## src/rtl/sdram_cache_pkg.sv

```systemverilog
// Shared types and field-width helpers for the SDRAM-backed line cache
// (fill sequencer and CPU-side tag logic).
package sdram_cache_pkg;

    typedef enum logic [1:0] {
        FILL_IDLE = 2'd0,
        FILL_REQ  = 2'd1,
        FILL_DATA = 2'd2,
        FILL_DONE = 2'd3
    } fill_state_t;

    function automatic int burst_len(input int beat_bits);
        return 1 << beat_bits;
    endfunction

    function automatic int slot_width(input int addr_width, input int beat_bits);
        return addr_width - beat_bits;
    endfunction

    function automatic int line_addr_width(input int sd_aw, input int beat_bits);
        return sd_aw - beat_bits;
    endfunction

endpackage

```

## src/rtl/sdram_fill_beat_ctr.sv

```systemverilog
// Beat counter plus inter-beat idle (timeout) counter for SDRAM burst
// sequencers; shared by the line-fill and writeback paths.
module sdram_fill_beat_ctr #(
    parameter int BEAT_BITS = 2,
    parameter int TIMEOUT   = 64
) (
    input  logic                 clk,
    input  logic                 rst,
    input  logic                 clr_i,
    input  logic                 run_i,
    input  logic                 beat_i,
    output logic [BEAT_BITS-1:0] beat_o,
    output logic                 last_o,
    output logic                 timeout_o
);

    localparam int TO_W = $clog2(TIMEOUT + 1);

    logic [BEAT_BITS-1:0] beat_q, beat_d;
    logic [TO_W-1:0]      to_q, to_d;

    // Next-state for both counters; the idle counter restarts on every beat.
    always_comb begin
        beat_d = beat_q;
        to_d   = to_q;
        if (clr_i) begin
            beat_d = '0;
            to_d   = '0;
        end else if (run_i) begin
            if (beat_i) begin
                beat_d = beat_q + BEAT_BITS'(1);
                to_d   = '0;
            end else begin
                to_d = to_q + TO_W'(1);
            end
        end else begin
            beat_d = beat_q;
            to_d   = to_q;
        end
    end

    // Counter registers.
    always_ff @(posedge clk) begin
        if (rst) begin
            beat_q <= '0;
            to_q   <= '0;
        end else begin
            beat_q <= beat_d;
            to_q   <= to_d;
        end
    end

    assign beat_o    = beat_q;
    assign last_o    = (beat_q == {BEAT_BITS{1'b1}});
    assign timeout_o = run_i && !beat_i && (to_q == TO_W'(TIMEOUT - 1));

endmodule

```

## src/rtl/sdram_line_fill.sv

```systemverilog
// Cache line-fill sequencer: one SDRAM read burst per fill, each beat written
// to line-RAM port B. Critical-word-first is enabled by SDRAM_LINE_FILL_CWF_EN.
module sdram_line_fill
    import sdram_cache_pkg::*;
#(
    parameter int NUM_COL    = 4,
    parameter int COL_WIDTH  = 8,
    parameter int DATA_WIDTH = NUM_COL * COL_WIDTH,
    parameter int ADDR_WIDTH = 8,
    parameter int BEAT_BITS  = 2,
    parameter int SD_AW      = 24,
    parameter int TIMEOUT    = 64
) (
    input  logic                              clk,
    input  logic                              rst,
    input  logic                              fill_req,
    input  logic [SD_AW-1:0]                  fill_addr,
    input  logic [ADDR_WIDTH-BEAT_BITS-1:0]   fill_slot,
    output logic                              fill_busy,
    output logic                              fill_done,
    output logic                              fill_err,
    output logic                              sd_req,
    output logic [SD_AW-1:0]                  sd_addr,
    input  logic                              sd_ack,
    input  logic                              sd_rvalid,
    input  logic [DATA_WIDTH-1:0]             sd_rdata,
`ifdef SDRAM_LINE_FILL_CWF_EN
    output logic                              crit_valid,
`endif
    output logic                              ram_ena,
    output logic [NUM_COL-1:0]                ram_we,
    output logic [ADDR_WIDTH-1:0]             ram_addr,
    output logic [DATA_WIDTH-1:0]             ram_din
);

    localparam int SLOT_W = slot_width(ADDR_WIDTH, BEAT_BITS);
`ifdef SDRAM_LINE_FILL_CWF_EN
    localparam bit CWF_EN = 1'b1;
`else
    localparam bit CWF_EN = 1'b0;
`endif
    // Without critical-word-first the burst always starts on the line boundary.
    localparam logic [SD_AW-1:0] ADDR_MASK = CWF_EN ? {SD_AW{1'b1}}
                                                    : ~(SD_AW'(burst_len(BEAT_BITS) - 1));

    fill_state_t               state_q, state_d;
    logic                      busy_q, busy_d;
    logic                      done_q, done_d;
    logic                      err_q, err_d;
    logic                      sd_req_q, sd_req_d;
    logic [SD_AW-1:0]          sd_addr_q, sd_addr_d;
    logic                      ram_ena_q, ram_ena_d;
    logic [NUM_COL-1:0]        ram_we_q, ram_we_d;
    logic [ADDR_WIDTH-1:0]     ram_addr_q, ram_addr_d;
    logic [DATA_WIDTH-1:0]     ram_din_q, ram_din_d;
    logic [SLOT_W-1:0]         slot_q, slot_d;
    logic [BEAT_BITS-1:0]      offset_q, offset_d;
    logic                      crit_q, crit_d;

    logic                      ctr_clr_s;
    logic                      ctr_run_s;
    logic                      ctr_beat_s;
    logic [BEAT_BITS-1:0]      beat_s;
    logic                      last_s;
    logic                      timeout_s;
    logic [BEAT_BITS-1:0]      word_s;

    sdram_fill_beat_ctr #(
        .BEAT_BITS (BEAT_BITS),
        .TIMEOUT   (TIMEOUT)
    ) u_beat_ctr (
        .clk       (clk),
        .rst       (rst),
        .clr_i     (ctr_clr_s),
        .run_i     (ctr_run_s),
        .beat_i    (ctr_beat_s),
        .beat_o    (beat_s),
        .last_o    (last_s),
        .timeout_o (timeout_s)
    );

    // Word within the line wraps modulo the burst length.
    assign word_s = offset_q + beat_s;

    // Fill FSM next-state and registered-output next values.
    always_comb begin
        state_d    = state_q;
        busy_d     = busy_q;
        done_d     = 1'b0;
        err_d      = 1'b0;
        sd_req_d   = sd_req_q;
        sd_addr_d  = sd_addr_q;
        ram_ena_d  = 1'b0;
        ram_we_d   = '0;
        ram_addr_d = ram_addr_q;
        ram_din_d  = ram_din_q;
        slot_d     = slot_q;
        offset_d   = offset_q;
        crit_d     = 1'b0;
        ctr_clr_s  = 1'b0;
        ctr_run_s  = 1'b0;
        ctr_beat_s = 1'b0;
        case (state_q)
            FILL_IDLE: begin
                ctr_clr_s = 1'b1;
                if (fill_req) begin
                    slot_d    = fill_slot;
                    offset_d  = CWF_EN ? fill_addr[BEAT_BITS-1:0] : '0;
                    sd_addr_d = fill_addr & ADDR_MASK;
                    busy_d    = 1'b1;
                    sd_req_d  = 1'b1;
                    state_d   = FILL_REQ;
                end else begin
                    state_d = FILL_IDLE;
                end
            end
            FILL_REQ: begin
                ctr_clr_s = 1'b1;
                if (sd_ack) begin
                    sd_req_d = 1'b0;
                    state_d  = FILL_DATA;
                end else begin
                    state_d = FILL_REQ;
                end
            end
            FILL_DATA: begin
                ctr_run_s  = 1'b1;
                ctr_beat_s = sd_rvalid;
                if (sd_rvalid) begin
                    ram_ena_d  = 1'b1;
                    ram_we_d   = {NUM_COL{1'b1}};
                    ram_addr_d = {slot_q, word_s};
                    ram_din_d  = sd_rdata;
                    crit_d     = (beat_s == '0);
                    if (last_s) begin
                        done_d  = 1'b1;
                        state_d = FILL_DONE;
                    end else begin
                        state_d = FILL_DATA;
                    end
                end else if (timeout_s) begin
                    err_d   = 1'b1;
                    busy_d  = 1'b0;
                    state_d = FILL_IDLE;
                end else begin
                    state_d = FILL_DATA;
                end
            end
            FILL_DONE: begin
                ctr_clr_s = 1'b1;
                busy_d    = 1'b0;
                state_d   = FILL_IDLE;
            end
            default: begin
                ctr_clr_s = 1'b1;
                busy_d    = 1'b0;
                sd_req_d  = 1'b0;
                state_d   = FILL_IDLE;
            end
        endcase
    end

    // State and output registers.
    always_ff @(posedge clk) begin
        if (rst) begin
            state_q    <= FILL_IDLE;
            busy_q     <= 1'b0;
            done_q     <= 1'b0;
            err_q      <= 1'b0;
            sd_req_q   <= 1'b0;
            sd_addr_q  <= '0;
            ram_ena_q  <= 1'b0;
            ram_we_q   <= '0;
            ram_addr_q <= '0;
            ram_din_q  <= '0;
            slot_q     <= '0;
            offset_q   <= '0;
            crit_q     <= 1'b0;
        end else begin
            state_q    <= state_d;
            busy_q     <= busy_d;
            done_q     <= done_d;
            err_q      <= err_d;
            sd_req_q   <= sd_req_d;
            sd_addr_q  <= sd_addr_d;
            ram_ena_q  <= ram_ena_d;
            ram_we_q   <= ram_we_d;
            ram_addr_q <= ram_addr_d;
            ram_din_q  <= ram_din_d;
            slot_q     <= slot_d;
            offset_q   <= offset_d;
            crit_q     <= crit_d;
        end
    end

    assign fill_busy = busy_q;
    assign fill_done = done_q;
    assign fill_err  = err_q;
    assign sd_req    = sd_req_q;
    assign sd_addr   = sd_addr_q;
    assign ram_ena   = ram_ena_q;
    assign ram_we    = ram_we_q;
    assign ram_addr  = ram_addr_q;
    assign ram_din   = ram_din_q;
`ifdef SDRAM_LINE_FILL_CWF_EN
    assign crit_valid = crit_q;
`else
    logic unused_crit_s;
    assign unused_crit_s = crit_q;
`endif

endmodule

```

## config.mk

```make
export PLATFORM = sky130hd
export DESIGN_NAME = sdram_line_fill
export DESIGN_NICKNAME = d
export VERILOG_FILES = /design/src/rtl/sdram_cache_pkg.sv /design/src/rtl/sdram_fill_beat_ctr.sv /design/src/rtl/sdram_line_fill.sv
export SDC_FILE = /design/constraint.sdc
export NUM_CORES = 1
export LEC_CHECK = 0
export CAP_MARGIN = 20
export CORE_ASPECT_RATIO = 1.5
export CORE_UTILIZATION = 45
export DETAILED_ROUTE_END_ITERATION = 10
export PLACE_DENSITY = 0.82
export REMOVE_ABC_BUFFERS = 1
export SYNTH_ARGS = -nofsm -noshare
export SYNTH_HDL_FRONTEND = slang
export SYNTH_HIERARCHICAL = 1
export SYNTH_SLANG_ARGS = --single-unit
```

## constraint.sdc

```tcl
create_clock -name clk -period 4.2 [get_ports clk]
set_input_delay 0.84 -clock clk [delete_from_list [all_inputs] [get_ports clk]]
set_output_delay 0.84 -clock clk [all_outputs]
set_load 0.1 [all_outputs]
```

==> impl_results.md, run 1 <==
* Status: finished, final reports clean
* Final Net Count at 582
* Synth top area share at 53.7%
* Placed instance count at 573
* Crit. path cell count at 1
* Final Instance Count excl. Fillers at 588
* Worst Path Required at 3360 ps
* Design Area, Final at 4640 µm²
* RD Place Congestion at 0.788
* Setup Skew at 5.34 ps
* Worst rel slew slack at 30.0%
* Clock share of power at 33.8%
* Root Buffer: clkbuf_8
* Synth cell types at 31
* Switching power total at 477 µW
* DR vias at 2842
* Slew Limit Fails at 0
* Clk Latency, worst-skew pair at 340 ps
* Hold Crit Class: reg -> reg
* 1st-pass router iterations at 4
* Worst-path clk slew at 70 ps
* Pre-CTS WS at 1310 ps
* Top_reg_cell synth: dfxtp_1
* Detailed Place HPWL at 5330 µm
* PostCTS Resize Cnt at 0
* Worst path bufs/invs at 1
* Fraction of registers with async set/reset at 0%
* Fillers at 562
* Top post-synthesis cells by area: dfxtp_1, nand2_1, a21oi_1
* Routed Antenna Nets at 0
* Count leader, synth: nand2_1
* Vias in the first global route at 2796
* Worst setup margin at 1480 ps
* Hold Crit Endpoint: ram_din[14]
* Initial antenna violation count at 0
* Clock buffer depth at 2
* Crit path largest cell delay at 1150 ps
* Pwr per Cell Area at 370 nW/µm²
* Commonest cells post-synth: nand2_1, dfxtp_1, a21oi_1
* Post-synth EDFFs at 0
* Sequential share of power at 48.3%
* DP Area at 4440 µm²
* Hold depth at 2
* Worst Path Class, Setup: reg -> out
* Core Rows at 36
* Seq/Total Area, Yosys at 53.7%
* Setup crit end kind: output port
* VDD IR-drop max at 267 µV
* FF-to-FF End: fill_busy
* # Post-CTS Setup Buffers at 0
* Core area at 6620 µm²
* Critical-path cell list: clkdlybuf4s50_1
* Port buffer count at 135
* Hold-fix buffers at CTS at 0
* Internal power at 1.24 mW
* Critical Path Slowest Stage Cell: clkdlybuf4s50_1
* Final min period at 2720 ps
* R2r startpoint: state_q[0]
* Number of cells produced by synthesis at 387
* Horiz. Die Dim at 70.1 µm
* First-pass GRT wire length at 12700 µm
* CTS tree: done
* Kind of cell adding the most delay to the critical path: buffers and inverters
* Wire length per cell at 12.9 µm
* Total gr overflow at 0
* Hold_sp: ram_din[14]
* Post-synthesis register bit count at 84
* Crit path launch type: flip-flop
* Final core utilization at 70.1%
* Area delta synth->final at 48.1%
* Dominant cell type by area after synthesis: dfxtp_1
* Largest net degree at the start of global routing at 45
* Io pins at 140
* Yosys warns at 6
* Slew @ Worst Pin at 1050 ps
* Final hold vios at 0
* Synthesized area per cell at 8.10 µm²
* Pleak at 1.64 nW
* DRC violations left at 0
* Power share of the combinational group at 17.8%
* Antenna diode count at 0
* Post-Route WL at 7580 µm
* GRT Total Usage at 21.7%
* Die H at 104 µm
* Unrepaired setup endpoints after global routing: false
* Final worst path period share at 64.7%
* Setup TNS at 0 ps
* Initial core utilization at 47.3%
* Die ar. at 7310 µm²
* Post-DR vias/cell at 4.83
* Switching portion of total power at 27.8%
* Worst-path fanout max at 5
* Final setup fails at 0
* Post-Syn Area at 3130 µm²
* R2R depth at 10
* Clock Sinks at 84
* Share of cells above drive strength 1 at 4.10%
* Iteration-0 DRC Markers at 127
* H-Tree Depth at 3
* Max-cap check violation count at 0
* Reg2reg setup slack at 1730 ps
* Fmax at 0.368 GHz
* Crit path DAT at 1880 ps
* Inserted Clock Buffers at 9
==> power groups by stage <==
stage | clock (mW) | combinational (mW) | sequential (mW)
after floorplan | 0 | 0.0551 | 0.981
after global placement | 0 | 0.305 | 0.848
after global routing | 0.634 | 0.322 | 0.834
after CTS | 0.597 | 0.309 | 0.831
final | 0.582 | 0.307 | 0.831
after detailed placement | 0 | 0.308 | 0.850
==> how the worst max path moves through the flow <==
stage,from,to
floorplan,ram_we[2],ram_ena
global placement,sd_rvalid,fill_busy
detailed placement,sd_rvalid,fill_busy
CTS,ram_we[2],ram_we[0]
global route,sd_req,sd_req
finish,ram_we[2],ram_we[0]
==> per-layer routing <==
layer,vias up,part of all wire (%),GRT usage [%]
met2,96,52,38.3
met4,0,3.0,10.6
met1,1255,38,22.8
li1,1475,-,-
met3,16,6.8,7.07
met5,-,0,0
==> metrics by stage <==
stage	total power, mW	hold WS [ps]
after floorplan	1.04	426
after global placement	1.15	438
after detailed placement	1.16	445
after CTS	1.74	456
after global routing	1.79	472
final	1.72	454
==> logic make-up after synthesis <==
| family | Yosys count | share of synthesized area, % |
|---|---|---|
| buffers and inverters | 35 | 5.87 |
| AND/OR/NAND/NOR | 174 | 22.6 |
| multiplexers | 2 | 0.719 |
| flip-flops | 84 | 53.7 |
| AO/OA/AOI/OAI | 80 | 13.2 |
| XOR/XNOR | 4 | 1.12 |
| adder cells (fa/ha/maj) | 7 | 2.79 |
| other | 1 | 0.120 |
==> sequential cells by signal (all words and copies together) (netlist names) <==
signal,count
sd_addr,22
slot_q,6
ram_we,1
u_beat_ctr/beat_o,2
state_q,2
ram_din,32
sd_req,1
fill_busy,1
fill_err,1
fill_done,1
ram_addr,8
u_beat_ctr/to_q,7
==> cell usage in the layout (no fill, tap or decap), drive strengths merged <==
master	count
o211ai	2
nand2	148
inv	6
nor2	6
clkbuf	14
nand3	3
a21oi	74
xor2	4
nand3b	1
ha	7
o21ai	1
nand4	2
or2	1
mux2	2
nor2b	3
a211oi	3
and2	1
or4	1
nand2b	4
nor3b	1
buf	4
nor3	2
conb	2
bufinv	1
clkdlybuf4s50	134
dfxtp	84
or3	1
==> layout make-up <==
cell class / count / area [µm²] / share of cell area [%]
clock buffers: 14 / 173 / 3.72
inverters: 6 / 22.5 / 0.485
clock inverters: 1 / 30.0 / 0.647
repair buffers: 138 / 1370 / 29.5
well taps: 76 / 95.1 / 2.05
multi-input cells: 269 / 1270 / 27.4
flip-flops and latches: 84 / 1680 / 36.2
(Power assumes the default switching activity.)
==> run 2: changes to the inputs <==
--- a/config.mk
+++ b/config.mk
@@ -7,9 +7,9 @@
 export LEC_CHECK = 0
 export CAP_MARGIN = 20
 export CORE_ASPECT_RATIO = 1.5
-export CORE_UTILIZATION = 45
+export CORE_UTILIZATION = 37
 export DETAILED_ROUTE_END_ITERATION = 10
-export PLACE_DENSITY = 0.82
+export PLACE_DENSITY = 0.72
 export REMOVE_ABC_BUFFERS = 1
 export SYNTH_ARGS = -nofsm -noshare
 export SYNTH_HDL_FRONTEND = slang
==> constraint.sdc (replaced) <==
create_clock -name clk -period 2.35 [get_ports clk]
set_input_delay 0.47 -clock clk [delete_from_list [all_inputs] [get_ports clk]]
set_output_delay 0.47 -clock clk [all_outputs]
set_load 0.1 [all_outputs]
==> run 2 against run 1 <==
  * Non-clock buffer count up 3
  * Critical path depth up 9
  * Combinational power up 77%
  * Clock-buffer cell count down 4
  * Largest power group is now the clock network
  * Die area up 21%
  * Register-to-register slack worse by 1600 ps
  * Highest routed layer unchanged
  * Final cell count up 5.6%
==> impl_results.md, run 2 (synthesis gave the netlist of run 1 again) <==
* Share of cells above drive strength 1 at 19.4% (+15 points)
* Setup Skew at 2.89 ps (-2.45 ps)
* Final Net Count at 585 (+0.52%)
* Switching power total at 945 µW (+98%)
* Worst setup margin at 173 ps (-1310 ps)
* Pleak at 1.85 nW (+13%)
* DRC violations left at 0 (unchanged)
* 1st-pass router iterations at 4 (unchanged)
* Slew Limit Fails at 0 (unchanged)
* Post-Route WL at 7860 µm (+3.6%)
* Status: finished, final reports clean
* R2r startpoint: state_q[0]
* Commonest non-fill, non-tap cell in the layout: nand2_1
* Max FFs per register at 32 (unchanged)
* Area delta synth->final at 48.5%
* Slew @ Worst Pin at 707 ps (-340 ps)
* Post-DR vias/cell at 4.66 (-3.5%)
* Setup crit end kind: flip-flop
* Unrepaired setup endpoints after global routing: false
* Reg2reg setup slack at 170 ps (-1560 ps)
* Commonest cells after routing, fill and taps aside: nand2_1, dfxtp_1, buf_4, a21oi_1, clkdlybuf4s50_1
* Detailed Place HPWL at 5300 µm (-0.58%)
* Fillers at 759 (+35%)
* Die H at 115 µm (+10%)
* Die ar. at 8850 µm² (+21%)
* # Post-CTS Setup Buffers at 0 (unchanged)
* Placed instance count at 605 (+5.6%)
* Antenna diode count at 0 (unchanged)
* Sequential share of power at 42.0% (-6.3 points)
* DR vias at 2896 (+1.9%)
* Initial core utilization at 38.7% (-8.7 points)
* Internal power at 2.60 mW (+110%)
* Worst rel slew slack at 52.9% (+23 points)
* Largest net degree at the start of global routing at 68 (+51%)
* First-pass GRT wire length at 12700 µm (+0.16%)
* Power share of the combinational group at 15.3% (-2.5 points)
* Clock Sinks at 84 (unchanged)
* Clock share of power at 42.7% (+8.9 points)
* CTS tree: done
* Vias in the first global route at 2681 (-4.1%)
* RD Place Congestion at 0.782 (-0.85%)
* Port buffer count at 135 (unchanged)
* Final setup fails at 0 (unchanged)
* Core Rows at 40 (+11%)
* Core area at 8110 µm² (+22%)
* Max-cap check violation count at 0 (unchanged)
* Multi-input logic area at 1280 µm² (+0.39%)
* Final core utilization at 57.4% (-13 points)
* Worst-path clk slew at 60 ps (about the same)
* Final hold vios at 0 (unchanged)
* VDD IR-drop max at 451 µV (+69%)
* GRT Total Usage at 18.4% (-3.3 points)
* Worst-path fanout max at 3 (-2)
* Critical Path Start: state_q[0]
* Io pins at 140 (unchanged)
* Worst Path Required at 2570 ps (-790 ps)
* Pre-CTS WS at -164 ps (-1470 ps)
* Horiz. Die Dim at 77.2 µm (+10%)
* Inserted Clock Buffers at 9 (unchanged)
* Worst Path Class, Setup: reg -> reg
* Hold Crit Class: reg -> reg
* H-Tree Depth at 3 (unchanged)
* Final worst path period share at 92.6%
* Routed Antenna Nets at 0 (unchanged)
* Clk Latency, worst-skew pair at 330 ps (about the same)
* Root Buffer: clkbuf_16
* Clock buffer depth at 2 (unchanged)
* Final min period at 2180 ps
* Pwr per Cell Area at 761 nW/µm² (+110%)
* Initial antenna violation count at 0 (unchanged)
* Hold_sp: slot_q[5]
* Final Instance Count excl. Fillers at 621 (+5.6%)
* Fmax at 0.459 GHz
* Iteration-0 DRC Markers at 131 (+3.1%)
* Crit path DAT at 2400 ps (+520 ps)
* Switching portion of total power at 26.7% (-1.1 points)
* Wire length per cell at 12.7 µm (-1.9%)
* Storage element area at 1680 µm² (about the same)
* Total gr overflow at 0 (unchanged)
* Crit path launch type: flip-flop
-- run 2: changes by cell type in the layout (fill, tap and decap cells not counted), sizes merged --
cell / delta
bufinv: +1
clkdlybuf4s50: -71
clkbuf: -4
buf: +74
clkinv: +4
-- run 2: stage by stage --
step	TNS [ps]	hold WS, ps	total power, mW	instance area (µm²)
global placement	-115	436	2.06	4320
CTS	0	455	3.58	4650
detailed placement	-164	446	2.06	4320
floorplan	-11260	426	1.85	2980
global route	0	464	3.69	4650
finish	0	451	3.54	4650
-- run 2: worst max-delay path, stage by stage (launching register included) --
cell and delay (ps):
dfxtp_2 340, inv_1 80, ha_1 210, nand2_1 100, inv_2 40, nand2b_1 140
or4_4 420, inv_1 70, nand2b_1 90, a211oi_2 240, mux2_1 350
-- run 2: timing repair --
action                                 in CTS  in global routing
gates resized for setup                     0                  2
endpoints found under the hold margin       0                  0
hold buffers                                0                  0
setup endpoints to repair                   0                  1
-- run 2: power by group through the flow --
stage                     Clock [mW]  Sequential [mW]  Combinational [mW]
after floorplan                    0             1.75              0.0985
after global placement             0             1.52               0.540
after global routing            1.63             1.49               0.572
after CTS                       1.55             1.49               0.545
after detailed placement           0             1.52               0.543
final                           1.51             1.49               0.542
-- run 2: path summary, 6_finish.rpt --
kind / cells past startpoint / to
hold / removal: 2 / ram_addr[7]
setup reg to reg: 10 / fill_busy
setup / recovery: 10 / fill_busy
hold reg to reg: 2 / ram_addr[7]
-- run 2: layout make-up --
class	instances	area share, %
Clock inverter	6	1.88
Sequential cell	84	36.2
Tap cell	105	2.82
Inverter	6	0.484
Timing Repair Buffer	141	26.1
Clock buffer	10	5.13
Multi-Input combinational cell	269	27.4
-- run 2: layer usage --
layer / track usage [%] / vias up / part of all wire, %
met1: 20.5 / 1285 / 41
met5: 0 / - / 0
met3: 5.10 / 17 / 6.4
met4: 10.4 / 0 / 3.3
met2: 31.6 / 104 / 49
li1: - / 1490 / -
